[config.mk]
export PLATFORM = sky130hd
export DESIGN_NAME = ifetch_port_flat
export DESIGN_NICKNAME = d
export VERILOG_FILES = /design/src/rtl/ifetch_port_if.sv /design/src/rtl/ifetch_port.sv /design/src/flat_wrapper.sv
export SDC_FILE = /design/constraint.sdc
export NUM_CORES = 1
export LEC_CHECK = 0
export CAP_MARGIN = 20
export CELL_PAD_IN_SITES_DETAIL_PLACEMENT = 2
export CELL_PAD_IN_SITES_GLOBAL_PLACEMENT = 2
export CORE_UTILIZATION = 27
export CTS_CLUSTER_SIZE = 24
export DETAILED_ROUTE_END_ITERATION = 8
export PLACE_DENSITY = 0.95
export SLEW_MARGIN = 20
export SYNTH_ARGS = -nofsm -noshare
export SYNTH_HDL_FRONTEND = slang
export SYNTH_SLANG_ARGS = --single-unit
[constraint.sdc]
create_clock -name clk -period 10.5 [get_ports clk]
set_clock_uncertainty 0.1 [all_clocks]
set_input_delay 2.1 -clock clk [delete_from_list [all_inputs] [get_ports clk]]
set_output_delay 2.1 -clock clk [all_outputs]
set_load 0.02 [all_outputs]
[src/rtl/ifetch_port_if.sv]
// Instruction bus between the fetch initiator and the I-cache/ibus.
// The master (the fetch port) drives the address request; the slave accepts
// the address and returns one data beat per accepted request.
interface ifetch_port_if #(
  parameter int ADDR_W = 64,
  parameter int INST_W = 32
);
  logic              ireq_valid;
  logic [ADDR_W-1:0] ireq_addr;
  logic              ireq_addr_ok;
  logic              idata_ok;
  logic [INST_W-1:0] idata;

  modport master (
    output ireq_valid,
    output ireq_addr,
    input  ireq_addr_ok,
    input  idata_ok,
    input  idata
  );

  modport slave (
    input  ireq_valid,
    input  ireq_addr,
    output ireq_addr_ok,
    output idata_ok,
    output idata
  );
endinterface

[src/rtl/ifetch_port.sv]
// Instruction fetch port: issues one bus fetch per F-stage PC, forwards the
// returned instruction to F2, raises i_wait for the hazard unit, and discards
// responses that belong to a fetch flushed while still in flight.
// Optional feature macro IFETCH_PERF_EN adds perf_wait_cyc / perf_drop_cnt.
module ifetch_port #(
  parameter int ADDR_W = 64,
  parameter int INST_W = 32
) (
  input  logic              clk,
  input  logic              reset,
  input  logic              pc_valid,
  input  logic [ADDR_W-1:0] pc,
  input  logic              stallF,
  input  logic              flushF,
  ifetch_port_if.master     bus,
  output logic              inst_valid,
  output logic [INST_W-1:0] inst,
  output logic [ADDR_W-1:0] inst_pc,
  output logic              if_misalign,
  output logic              i_wait
`ifdef IFETCH_PERF_EN
  ,
  output logic [31:0]       perf_wait_cyc,
  output logic [31:0]       perf_drop_cnt
`endif
);

  typedef enum logic [1:0] {IDLE, WAIT, DROP, HOLD} state_t;

  state_t            state, nextState;
  logic [ADDR_W-1:0] pcQ;
  logic [INST_W-1:0] instQ;
  logic              loadPc, loadInst, dropEvt;
  logic              reqValid;
  logic [ADDR_W-1:0] reqAddr;

  // State and captured fetch context
  always_ff @(posedge clk or posedge reset) begin
    if (reset) begin
      state <= IDLE;
      pcQ   <= '0;
      instQ <= '0;
    end else begin
      state <= nextState;
      if (loadPc)   pcQ   <= pc;
      if (loadInst) instQ <= bus.idata;
    end
  end

  // Next state and all outputs; everything is forced low while reset is high
  always_comb begin
    nextState   = state;
    reqValid    = 1'b0;
    reqAddr     = '0;
    inst_valid  = 1'b0;
    inst        = '0;
    inst_pc     = '0;
    if_misalign = 1'b0;
    i_wait      = 1'b0;
    loadPc      = 1'b0;
    loadInst    = 1'b0;
    dropEvt     = 1'b0;
    case (state)
      IDLE: begin
        if (pc_valid && !flushF) begin
          if (pc[1:0] == 2'b00) begin
            reqValid = 1'b1;
            reqAddr  = pc;
            i_wait   = 1'b1;
            if (bus.ireq_addr_ok) begin
              loadPc    = 1'b1;
              nextState = WAIT;
            end
          end else begin
            // Misaligned PC is reported straight to F2 without a bus access
            inst_valid  = 1'b1;
            if_misalign = 1'b1;
            inst_pc     = pc;
          end
        end
      end
      WAIT: begin
        if (bus.idata_ok) begin
          if (!flushF) begin
            inst_valid = 1'b1;
            inst       = bus.idata;
            inst_pc    = pcQ;
            if (stallF) begin
              loadInst  = 1'b1;
              nextState = HOLD;
            end else begin
              nextState = IDLE;
            end
          end else begin
            dropEvt   = 1'b1;
            nextState = IDLE;
          end
        end else begin
          i_wait = 1'b1;
          if (flushF) nextState = DROP;
        end
      end
      DROP: begin
        i_wait = 1'b1;
        if (bus.idata_ok) begin
          dropEvt   = 1'b1;
          nextState = IDLE;
        end
      end
      HOLD: begin
        if (flushF) begin
          nextState = IDLE;
        end else begin
          inst_valid = 1'b1;
          inst       = instQ;
          inst_pc    = pcQ;
          if (!stallF) nextState = IDLE;
        end
      end
      default: nextState = IDLE;
    endcase
    if (reset) begin
      reqValid    = 1'b0;
      reqAddr     = '0;
      inst_valid  = 1'b0;
      inst        = '0;
      inst_pc     = '0;
      if_misalign = 1'b0;
      i_wait      = 1'b0;
    end
  end

  assign bus.ireq_valid = reqValid;
  assign bus.ireq_addr  = reqAddr;

`ifdef IFETCH_PERF_EN
  // Free-running stall and discard counters, wrapping at 2^32
  always_ff @(posedge clk or posedge reset) begin
    if (reset) begin
      perf_wait_cyc <= '0;
      perf_drop_cnt <= '0;
    end else begin
      if (i_wait)  perf_wait_cyc <= perf_wait_cyc + 32'd1;
      if (dropEvt) perf_drop_cnt <= perf_drop_cnt + 32'd1;
    end
  end
`endif

  // A data beat is only legal while a request is outstanding
  a_noStrayResp: assert property (@(posedge clk) disable iff (reset)
    !(bus.idata_ok && (state == IDLE || state == HOLD)));

endmodule

[src/flat_wrapper.sv]
// flat-port wrapper written by rule: the top's interface ports become plain ports
module ifetch_port_flat 
#(
  parameter int ADDR_W = 64,
  parameter int INST_W = 32
)
  (clk, reset, pc_valid, pc, stallF, flushF, inst_valid, inst, inst_pc, if_misalign, i_wait, bus_ireq_valid, bus_ireq_addr, bus_ireq_addr_ok, bus_idata_ok, bus_idata);
  ifetch_port_if #(.ADDR_W(ADDR_W), .INST_W(INST_W)) bus_i ();
  input  logic clk;
  input  logic reset;
  input  logic pc_valid;
  input  logic [ADDR_W-1:0] pc;
  input  logic stallF;
  input  logic flushF;
  output logic inst_valid;
  output logic [INST_W-1:0] inst;
  output logic [ADDR_W-1:0] inst_pc;
  output logic if_misalign;
  output logic i_wait;
  output wire logic [$bits(bus_i.ireq_valid)-1:0] bus_ireq_valid;
  output wire logic [$bits(bus_i.ireq_addr)-1:0] bus_ireq_addr;
  input wire logic [$bits(bus_i.ireq_addr_ok)-1:0] bus_ireq_addr_ok;
  input wire logic [$bits(bus_i.idata_ok)-1:0] bus_idata_ok;
  input wire logic [$bits(bus_i.idata)-1:0] bus_idata;
  assign bus_ireq_valid = bus_i.ireq_valid;
  assign bus_ireq_addr = bus_i.ireq_addr;
  assign bus_i.ireq_addr_ok = bus_ireq_addr_ok;
  assign bus_i.idata_ok = bus_idata_ok;
  assign bus_i.idata = bus_idata;
  ifetch_port #(.ADDR_W(ADDR_W), .INST_W(INST_W)) u_core (.clk(clk), .reset(reset), .pc_valid(pc_valid), .pc(pc), .stallF(stallF), .flushF(flushF), .bus(bus_i), .inst_valid(inst_valid), .inst(inst), .inst_pc(inst_pc), .if_misalign(if_misalign), .i_wait(i_wait));
endmodule
==> Yosys cells after proc, flatten, opt, wreduce, memory -nomap -nowiden <==
Index checks and enable logic that the tools add are counted.
{ "op_classes": {"mux": 49, "n_eq_ne": 9, "reduce_logical": 5} }
{ "op_table": {"columns": ["operator", "count"], "rows": [
  ["$mux W64", 9],
  ["$pmux W64 S3", 1],
  ["$mux W32", 4],
  ["$pmux W32 S2", 1],
  ["$mux W1", 21],
  ["$mux W2", 10],
  ["$pmux W2 S4", 1],
  ["$ne A3 B3 Y1 const B", 2],
  ["$pmux W1 S3", 2],
  ["$reduce_and A6 Y1", 1],
  ["$eq A2 B2 Y1 const B", 2],
  ["$logic_not A2 Y1", 2],
  ["$ne A2 B1 Y1 const B", 2],
  ["$ne A2 B2 Y1 const B", 2],
  ["$eq A2 B1 Y1 const B", 1],
  ["$logic_and A1 B1 Y1", 1],
  ["$logic_not A1 Y1", 1]
]} }
{ "totals": {"word_cells": 66, "reg_bits": 98, "inputBits": 103} }

==> Logic depth before layout (Yosys ltp) <==
Gate-level depths: netlist of run 1.
{ "logic_depth": {"depth_word": 5, "mapped_depth": 7} }

==> Worst setup path before layout of run 1 <==
OpenSTA, ideal clock, no wires.
{ "synth_timing": {"kind": "input-to-output", "start": "input reset", "end": "output inst_pc[10]", "t_required_ns": 8.300, "path_stages": 5, "path_buffers": 2, "arrival_time_ns": 5.386, "setup_slack_ns": 2.914, "cell_sequence": "inv_1 o21ai_0 buf_2 buf_1 a21oi_1"} }
{ "synth_via": {"elab_chain_cells": 1} }
{ "synth_rtl": {"columns": ["element", "line", "source"], "rows": [
  ["start, declared", "flat_wrapper.sv:10", "input logic reset;"],
  ["$mux W64", "ifetch_port.sv:122", "if (reset) begin"],
  ["end, declared", "flat_wrapper.sv:17", "output logic [ADDR_W-1:0] inst_pc;"]
]} }
No other way between the ends.

==> Final worst setup path of run 1 <==
{ "layout_timing": {"start": "input reset", "end": "output bus_ireq_addr[30]"} }
{ "layout_via": {"elab_chain_cells": 1} }
{ "layout_rtl": {"columns": ["element", "line", "source"], "rows": [
  ["$mux W64", "ifetch_port.sv:122", null],
  ["end, declared", "flat_wrapper.sv:21", "output wire logic [$bits(bus_i.ireq_addr)-1:0] bus_ireq_addr;"]
]} }
No other way between the ends.

==> run_results.csv, run 1 <==
group,metric,value,unit
final_layout,drive_above_1_share,16.0,%
placement,io_buffers,264,
synth,synth_common_cells,"98 x dfrtp_1, 64 x and2_1, 63 x a21oi_1, 63 x nand3_1, 62 x o211ai_1",
timing,setup_viol,0,
setup_path,slowest_stage,"and3_2",
drt,drt_pre_antenna_iters,4,
synth,synth_area,6150,um2
clocking,cts_root_buf,"clkbuf_16",
clocking,clock_path_buffers,2,
setup_path,critPathKind,"in -> out",
power_and_ir_drop,p_per_area,117,nW/um2
drt,wl,23700,um
synth,async_reset_ff_share,100,%
timing,min_period,7.30,ns
floorplanning,start_util,27.9,%
placement,gp_congestion,0.725,
timing,slew_headroom,37.5,%
synth,seq_area_frac_synth,39.8,%
timing,tightest_slew,0.938,ns
global_routing,grt_pass1_wl,38000,um
synth,synth_edf_count,0,
drt,ant_nets,0,
synth,synth.avg_cell_area,10.0,um2
clocking,post_cts_resized,0,
timing,max_freq,137,MHz
setup_path,critPathCaptureType,"primary output",
global_routing,grt.overflow.total,0,
timing,setup_tns,0,ns
global_routing,grt_util_met1,25.1,%
setup_path,path_buf_inv,3,
placement,pre_cts_ws,3.04,ns
outcome,outcome,"finished clean",
power_and_ir_drop,p_leak,3.52,nW
timing,rsz0062_at_grt,"false",
setup_path,worst-path-max-fanout,63,
timing,drv_slew,0,
clocking,cts_tree,"yes",
global_routing,top_usage_layer,"met2",
synth,synth_flop_cell,"dfrtp_1",
synth,ys_seq_elements,98,
placement,dp_hpwl,16300,um
synth,netlist.area_leader.share,39.8,%
drt,drtIter0Drc,213,
floorplanning,die_h,153,um
floorplanning,fp.coreArea,22100,um2
drt,wire_per_inst,21.4,um
drt,routed-via-count,5840,
floorplanning,die_w,153,um
drt,vias_per_cell,5.27,
final_layout,area_delta_synth_final,48.5,%
floorplanning,rows,54,
timing,fin_crit_sh,69.5,%
setup_path,crit_top_cell,"clkdlybuf4s50_1",
worst_hold_path,hold_path_class,"reg -> reg",
global_routing,grt_max_degree,66,
synth,yosysWarnings,0,
clocking,cts_setup_buffers,0,
drt,drc,0,
clocking,cts_buffers,9,
timing,fin_ws,3.20,ns
setup_path,worst_path_largest_cell_delay,0.94,ns
floorplanning,die-area,23400,um2
synth,yosys.cell_types.count,31,
final_layout,design_area,9140,um2
global_routing,use_met3,3.74,%
global_routing,grtUsageMet2,36.2,%
setup_path,cp.required,8.30,ns
placement,placed_cell_area,8840,um2
setup_path,start_kind,"input pin",
setup_path,cp_cell_sequence,"clkdlybuf4s50_1 > inv_4 > and3_2 > and2_1 > clkdlybuf4s50_1",
setup_path,path_delay_family,"buffers and inverters",
synth,synth.most_common_cell,"dfrtp_1",
synth,synthTopCellsByArea,"dfrtp_1 40%, mux2_4 11%, mux2_2 8.6%, o211ai_1 7.6%, and2_1 6.5%",
global_routing,antenna_found_initial,1,
clocking,clk_latency,0.34,ns
setup_path,cp.arrival,5.10,ns
global_routing,grt_usage,20.4,%
global_routing,first_global_vias,6573,
clocking,cts_sinks,98,
floorplanning,ioPinCount,267,
clocking,postCtsHoldBufs,0,
final_layout,fin_nets,925,
timing,finalHoldViolCount,0,
flow_run,max_cap_violations,0,
clocking,path_clk_slew,0.07,ns
clocking,htreeDepth,3,
synth,synthCells,613,
power_and_ir_drop,vdd.ir_drop.worst,0.0580,mV
synth,synth_area_leader_cell,"dfrtp_1",
[metal layers]
layer / share of wire [%] / vias up
met3: 4.7 / 28
met1: 43 / 2976
met4: 2.0 / 0
li1: - / 2628
met5: 0 / -
met2: 51 / 208
[flip-flops by register name, indices dropped and copies added, names as in the netlist]
name,flops
u_core.state,2
u_core.pcQ,64
u_core.instQ,32
[path summary, 6_finish.rpt]
kind | startpoint | slack, ns | cells past startpoint | end
setup / recovery | reset | 3.20 | 5 | bus_ireq_addr[30]
hold / removal | u_core.pcQ[55] | 0.41 | 1 | u_core.pcQ[55]
setup reg to reg | u_core.state[0] | 7.92 | 4 | u_core.pcQ[24]
hold reg to reg | u_core.pcQ[55] | 0.41 | 1 | u_core.pcQ[55]
max in group asynchronous | reset | 7.02 | 3 | u_core.pcQ[14]
min in group asynchronous | reset | 2.24 | 2 | u_core.pcQ[56]
[stage by stage]
stage	cells	power (mW)	utilization [%]	hold slack [ns]
finish	1108	1.07	41.4	0.410
global route	1108	1.12	41.4	0.422
CTS	1107	1.08	41.3	0.413
detailed placement	1091	0.739	40.0	0.394
global placement	1091	0.720	40.0	0.369
floorplan	614	0.630	-	0.353
[cell type report]
type,instances,area (um2)
fill,2349,13000
multi-input combinational,439,3340
timing repair buffer,272,2690
sequential,98,2450
tap,280,350
clock buffer,9,225
clock inverter,7,70.1
inverter,2,10.0
antenna,1,2.50
[layout by cell type, fill, tap and decap left out, types with 2 or more instances in the layout]
master	synthesis	routed
clkbuf_16	0	9
a22oi_1	32	32
inv_6	0	3
clkdlybuf4s50_1	0	262
a32oi_1	2	2
dfrtp_1	98	98
nor2_1	38	38
mux2_2	47	47
nand2_1	3	2
buf_4	9	8
nor4b_4	1	2
buf_2	19	2
mux2_4	47	47
a21oi_1	63	63
o21ai_0	4	3
and2_1	64	64
nand3_1	63	62
conb_1	1	2
o211ai_1	62	62
[cells by family (layout without fill, tap and decap cells)]
kind of cell / Yosys count / count (layout) / synth area share [%]
multiplexers: 95 / 95 / 20.2
flip-flops: 98 / 98 / 39.8
other: 1 / 3 / 0.0609
AND/OR/NAND/NOR: 177 / 177 / 15.7
AO/OA/AOI/OAI: 165 / 165 / 17.5
buffers and inverters: 77 / 290 / 6.73
[where the power goes]
| part | leakage [nW] | switching, mW | internal, mW |
|---|---|---|---|
| clock | 0.142 | 0.166 | 0.168 |
| sequential | 1.25 | 0.0435 | 0.449 |
| combinational | 2.13 | 0.103 | 0.137 |
No activity file was read; power rests on OpenSTA's default activity.
==> inputs of run 2 (changes only) <==
--- a/config.mk
+++ b/config.mk
@@ -8,10 +8,10 @@
 export CAP_MARGIN = 20
 export CELL_PAD_IN_SITES_DETAIL_PLACEMENT = 2
 export CELL_PAD_IN_SITES_GLOBAL_PLACEMENT = 2
-export CORE_UTILIZATION = 27
+export CORE_UTILIZATION = 25
 export CTS_CLUSTER_SIZE = 24
 export DETAILED_ROUTE_END_ITERATION = 8
-export PLACE_DENSITY = 0.95
+export PLACE_DENSITY = 0.91
 export SLEW_MARGIN = 20
 export SYNTH_ARGS = -nofsm -noshare
 export SYNTH_HDL_FRONTEND = slang
==> constraint.sdc (replaced) <==
create_clock -name clk -period 7.3 [get_ports clk]
set_clock_uncertainty 0.1 [all_clocks]
set_input_delay 1.46 -clock clk [delete_from_list [all_inputs] [get_ports clk]]
set_output_delay 1.46 -clock clk [all_outputs]
set_load 0.02 [all_outputs]
==> run 2 against run 1 <==
  * First-iteration DRC count rose by 4.7%
  * Die area rose by 7.9%
  * Final cell count rose by 4.2%
  * Global-route usage fell by 1.5 points
  * Sequential share of layout area fell by 0.25 points
  * Worst hold slack got worse by 0.013 ns
  * Critical endpoint is now bus_ireq_addr[62]
  * Largest power group unchanged
==> run_results.csv, run 2 (synthesis gave the netlist of run 1 again) <==
group,metric,value,unit
setup_path,critPathCaptureType,"primary output",
global_routing,first_global_vias,6432,
global_routing,grt.overflow.total,0,
clocking,cts_setup_buffers,0,
placement,dp_hpwl,16300,um
final_layout,mostFrequentLayoutCell,"clkdlybuf4s50_1",
clocking,cts_buffers,9,
final_layout,largest_reg_flops,64,
power_and_ir_drop,p_per_area,166,nW/um2
drt,drc,0,
clocking,post_cts_resized,0,
setup_path,cp.arrival,4.33,ns
drt,drtIter0Drc,223,
clocking,path_clk_slew,0.08,ns
setup_path,start_kind,"input pin",
setup_path,path_buf_inv,2,
drt,vias_per_cell,5.08,
timing,max_freq,170,MHz
power_and_ir_drop,power.net_switching,446,uW
timing,drv_slew,0,
clocking,clk_latency,0.34,ns
setup_path,critPathKind,"in -> out",
power_and_ir_drop,pwr-share-clk,31.6,%
setup_path,cp_cell_sequence,"clkdlybuf4s50_1 > nor4b_4 > and3_2 > and2_1 > clkdlybuf4s50_1",
flow_run,max_cap_violations,0,
global_routing,grt_max_degree,65,
power_and_ir_drop,p_sw_share,29.1,%
timing,finalHoldViolCount,0,
setup_path,slowest_stage,"and3_2",
final_layout,reg_top3,"u_core.pcQ (64), u_core.instQ (32), u_core.state (2)",
floorplanning,die_w,159,um
timing,tightest_slew,1.01,ns
floorplanning,die_h,159,um
clocking,cts_root_buf,"clkbuf_16",
setup_path,worst_path_largest_cell_delay,0.90,ns
timing,setup_viol,0,
setup_path,crit_top_cell,"clkdlybuf4s50_1",
final_layout,mostFrequentLayoutCells,"262 x clkdlybuf4s50_1, 98 x dfrtp_1, 64 x and2_1",
clocking,postCtsHoldBufs,0,
power_and_ir_drop,seqPwrFrac,46.0,%
floorplanning,fp.coreArea,24200,um2
clocking,cts_sinks,98,
power_and_ir_drop,power.total,1.53,mW
final_layout,area_delta_synth_final,49.9,%
final_layout,drive_above_1_share,16.1,%
global_routing,antenna_found_initial,1,
placement,gp_congestion,0.737,
final_layout,seqCellArea,2450,um2
timing,fin_crit_sh,80.7,%
clocking,cts_tree,"yes",
power_and_ir_drop,p_leak,3.54,nW
final_layout,multi_input_area,3340,um2
worst_hold_path,hold_path_class,"reg -> reg",
final_layout,fin_nets,928,
drt,routed-via-count,5865,
setup_path,cp.required,5.74,ns
floorplanning,die-area,25300,um2
drt,wl,23900,um
drt,wire_per_inst,20.7,um
timing,setup_tns,0,ns
power_and_ir_drop,pwr-share-comb,22.4,%
floorplanning,ioPinCount,267,
setup_path,worst-path-max-fanout,63,
floorplanning,rows,57,
timing,slew_headroom,32.7,%
power_and_ir_drop,p_int,1.08,mW
drt,ant_nets,0,
placement,io_buffers,264,
setup_path,path_delay_family,"simple AND/OR/NAND/NOR gates",
global_routing,grt_usage,18.9,%
drt,drt_pre_antenna_iters,5,
final_layout,fillers,2622,
timing,rsz0062_at_grt,"false",
power_and_ir_drop,vdd.ir_drop.worst,0.0801,mV
clocking,htreeDepth,3,
timing,min_period,5.89,ns
outcome,outcome,"finished clean",
global_routing,grt_pass1_wl,38000,um
floorplanning,start_util,25.4,%
clocking,clock_path_buffers,2,
final_layout,top_register,"u_core.pcQ",
==> run 2: cell count changes in the layout (fill, tap and decap cells not counted), sizes merged <==
cell | previous run | this run
clkinvlp | 1 | 0
buf | 10 | 13
clkinv | 2 | 3
==> run 2: worst reg2reg max path: stages (launching register included) <==
cell	delay, ns
dfrtp_1	0.64
and4bb_2	0.86
nand2_4	0.44
mux2_2	0.42
==> run 2: path summary, 6_finish.rpt <==
check / from / endpoint / slack, ns / depth (start not counted)
hold / removal: u_core.pcQ[0] / u_core.pcQ[0] / 0.40 / 1
setup reg to reg: u_core.state[0] / u_core.instQ[12] / 4.72 / 3
min in group asynchronous: reset / u_core.pcQ[24] / 1.48 / 2
setup / recovery: flushF / bus_ireq_addr[62] / 1.41 / 5
hold reg to reg: u_core.pcQ[0] / u_core.pcQ[0] / 0.40 / 1
max in group asynchronous: reset / u_core.pcQ[42] / 4.59 / 3
==> run 2: routing by layer <==
| metal | vias up | global-route usage [%] | routed length (um) | part of all wire, % |
|---|---|---|---|---|
| met3 | 25 | 3.32 | 1050 | 4.4 |
| met5 | - | 0 | 0 | 0 |
| met2 | 175 | 33.2 | 12100 | 51 |
| li1 | 2638 | - | - | - |
| met1 | 3027 | 23.4 | 10300 | 43 |
| met4 | 0 | 5.68 | 484 | 2.0 |
==> run 2: area by class of cell <==
type | count | share of cell area (%)
multi-input combinational | 439 | 36.1
antenna | 1 | 0.0271
clock inverter | 7 | 0.746
sequential | 98 | 26.6
tap | 324 | 4.39
timing repair buffer | 275 | 29.6
clock buffer | 9 | 2.44
inverter | 2 | 0.108
==> run 2: power by group through the flow <==
stage	registers, mW	logic, mW	clock network (mW)
floorplan	0.692	0.214	0
detailed placement	0.712	0.349	0
finish	0.704	0.343	0.483
CTS	0.703	0.350	0.503
global placement	0.702	0.335	0
global route	0.717	0.371	0.522
==> run 2: metrics by stage <==
step / hold slack (ns) / utilization (%) / cell area, um2 / worst slack [ns] / instances
floorplan: 0.353 / - / 6160 / 0.994 / 614
global placement: 0.368 / 36.8 / 8930 / 1.50 / 1138
detailed placement: 0.376 / 36.8 / 8930 / 1.35 / 1138
CTS: 0.398 / 38.0 / 9230 / 1.36 / 1154
global route: 0.405 / 38.1 / 9230 / 1.24 / 1155
finish: 0.397 / 38.1 / 9230 / 1.41 / 1155
==> inputs of run 3 (changes only) <==
==> constraint.sdc (replaced) <==
create_clock -name clk -period 6 [get_ports clk]
set_clock_uncertainty 0.1 [all_clocks]
set_input_delay 1.2 -clock clk [delete_from_list [all_inputs] [get_ports clk]]
set_output_delay 1.2 -clock clk [all_outputs]
set_load 0.02 [all_outputs]
==> run 3 against run 2 <==
  * Sequential cell count stayed put
  * Clock power up 36%
  * Design area grew 0.80%
  * Power is 27% higher
  * Highest routed layer unchanged
  * Worst hold slack worse by 0.0060 ns
  * Critical path depth up 1
  * Clock-buffer cell count increased by 1
  * Global-route usage up 0.51 points
  * Final cell count rose by 0.17%
  * Sequential power rose by 22%
  * Sequential share of layout area is 0.21 points lower
  * Largest cell class unchanged
==> run_results.csv, run 3 (synthesis gave the netlist of run 1 again) <==
group,metric,value,unit
setup_path,critPathKind,"in -> out",
clocking,post_cts_resized,0,
drt,drt_pre_antenna_iters,4,
timing,min_period,5.23,ns
timing,slew_headroom,31.2,%
floorplanning,die_w,159,um
timing,fin_crit_sh,87.2,%
final_layout,mostFrequentLayoutCell,"clkdlybuf4s50_1",
final_layout,largest_reg_flops,64,
drt,wire_per_inst,21.0,um
final_layout,design_area,9300,um2
power_and_ir_drop,pwr-share-comb,21.6,%
clocking,clock_path_buffers,2,
final_layout,multi_input_area,3340,um2
global_routing,grt.overflow.total,0,
clocking,cts_tree,"yes",
final_layout,fin_nets,931,
final_layout,top_register,"u_core.pcQ",
placement,io_buffers,264,
placement,placed_cell_area,8960,um2
global_routing,grt_max_degree,65,
power_and_ir_drop,p_sw_share,27.3,%
clocking,cts_setup_buffers,0,
global_routing,antenna_found_initial,0,
outcome,outcome,"finished clean",
clocking,cts_root_buf,"clkbuf_16",
timing,tightest_slew,1.03,ns
clocking,htreeDepth,3,
setup_path,cp_cell_sequence,"clkdlybuf4s50_1 > nor4b_4 > and3_2 > buf_12 > and2_1 > clkdlybuf4s50_1",
final_layout,drive_above_1_share,16.4,%
clocking,cts_buffers,9,
setup_path,cp.arrival,3.93,ns
global_routing,first_global_vias,6593,
flow_run,max_cap_violations,0,
placement,gp_congestion,0.731,
clocking,path_clk_slew,0.07,ns
timing,hold_ws,0.391,ns
drt,drc,0,
setup_path,crit_top_cell,"clkdlybuf4s50_1",
power_and_ir_drop,p_int,1.41,mW
floorplanning,fp.coreArea,24200,um2
final_layout,fillers,2602,
global_routing,grt_usage,19.4,%
final_layout,final_cells,1157,
timing,finalHoldViolCount,0,
clocking,clk_latency,0.34,ns
setup_path,worst-path-max-fanout,32,
final_layout,reg_top3,"u_core.pcQ (64), u_core.instQ (32), u_core.state (2)",
drt,wl,24300,um
setup_path,start_kind,"input pin",
setup_path,critPathCaptureType,"primary output",
power_and_ir_drop,power.net_switching,529,uW
placement,dp.cells,1141,
timing,setup_tns,0,ns
setup_path,cp-endpoint,"bus_ireq_addr[11]",
timing,max_freq,191,MHz
floorplanning,die-area,25300,um2
timing,rsz0062_at_grt,"false",
floorplanning,ioPinCount,267,
final_layout,area_delta_synth_final,51.1,%
timing,setup_viol,0,
drt,routed-via-count,5874,
final_layout,mostFrequentLayoutCells,"262 x clkdlybuf4s50_1, 98 x dfrtp_1, 64 x and2_1",
setup_path,startpoint,"flushF",
power_and_ir_drop,power.total,1.94,mW
setup_path,rrSetupSlack,3.42,ns
drt,drtIter0Drc,178,
power_and_ir_drop,seqPwrFrac,44.4,%
timing,drv_slew,0,
floorplanning,rows,57,
final_layout,num_antenna_cells,0,
floorplanning,start_util,25.4,%
clocking,cts_sinks,98,
power_and_ir_drop,pwr-share-clk,34.0,%
setup_path,cp.required,4.70,ns
floorplanning,die_h,159,um
setup_path,slowest_stage,"clkdlybuf4s50_1",
power_and_ir_drop,p_per_area,208,nW/um2
final_layout,seqCellArea,2450,um2
drt,ant_nets,0,
power_and_ir_drop,vdd.ir_drop.worst,0.0891,mV
worst_hold_path,hold_path_class,"reg -> reg",
setup_path,r2r-start,"u_core.state[0]",
placement,dp_hpwl,17000,um
clocking,postCtsHoldBufs,0,
power_and_ir_drop,p_leak,3.58,nW
global_routing,grt_pass1_wl,39100,um
setup_path,reg2regPathDepth,4,
setup_path,worst_path_largest_cell_delay,0.65,ns
drt,vias_per_cell,5.08,
setup_path,rr_endpoint,"u_core.pcQ[12]",
[run 3: critical path, delay by kind of cell]
family                 cells  cell delay [ns]
and+or+nand+nor            3             1.18
buffers and inverters      3             1.50
[run 3: through the flow]
stage / setup WS, ns / utilization, %
4_1_cts: 0.694 / 38.3
3_5_place_dp: 0.733 / 37.0
3_3_place_gp: 0.835 / 37.0
6_report: 0.768 / 38.4
5_1_grt: 0.603 / 38.4
2_1_floorplan: 0.214 / -
[run 3: per-layer routing]
| metal | share of wire, % | vias up | global-route usage [%] |
|---|---|---|---|
| li1 | - | 2644 | - |
| met5 | 0 | - | 0 |
| met1 | 43 | 3032 | 24.4 |
| met4 | 1.8 | 0 | 5.55 |
| met3 | 4.3 | 23 | 3.40 |
| met2 | 50 | 175 | 33.9 |
[run 3: worst min-delay path by stage]
stage	startpoint	endpoint	slack [ns]	depth (start not counted)
after detailed placement	u_core.pcQ[1]	u_core.pcQ[1]	0.37	1
final	u_core.pcQ[1]	u_core.pcQ[1]	0.39	1
after floorplan	u_core.pcQ[0]	u_core.pcQ[0]	0.35	1
after CTS	u_core.pcQ[1]	u_core.pcQ[1]	0.40	1
after global placement	u_core.pcQ[1]	u_core.pcQ[1]	0.37	1
after global routing	u_core.pcQ[0]	u_core.pcQ[0]	0.41	1
[run 3: layout make-up]
type | count | share of cell area (%)
Multi-Input combinational cell | 439 | 35.9
Timing Repair Buffer | 278 | 29.7
Sequential cell | 98 | 26.4
Tap cell | 324 | 4.36
Clock buffer | 10 | 2.57
Clock inverter | 6 | 1.04
Inverter | 2 | 0.108
[run 3: power groups by stage]
stage | registers (mW) | logic, mW | clock network [mW]
floorplan | 0.842 | 0.260 | 0
global placement | 0.855 | 0.407 | 0
detailed placement | 0.868 | 0.426 | 0
CTS | 0.858 | 0.426 | 0.686
global route | 0.872 | 0.451 | 0.701
finish | 0.860 | 0.419 | 0.659
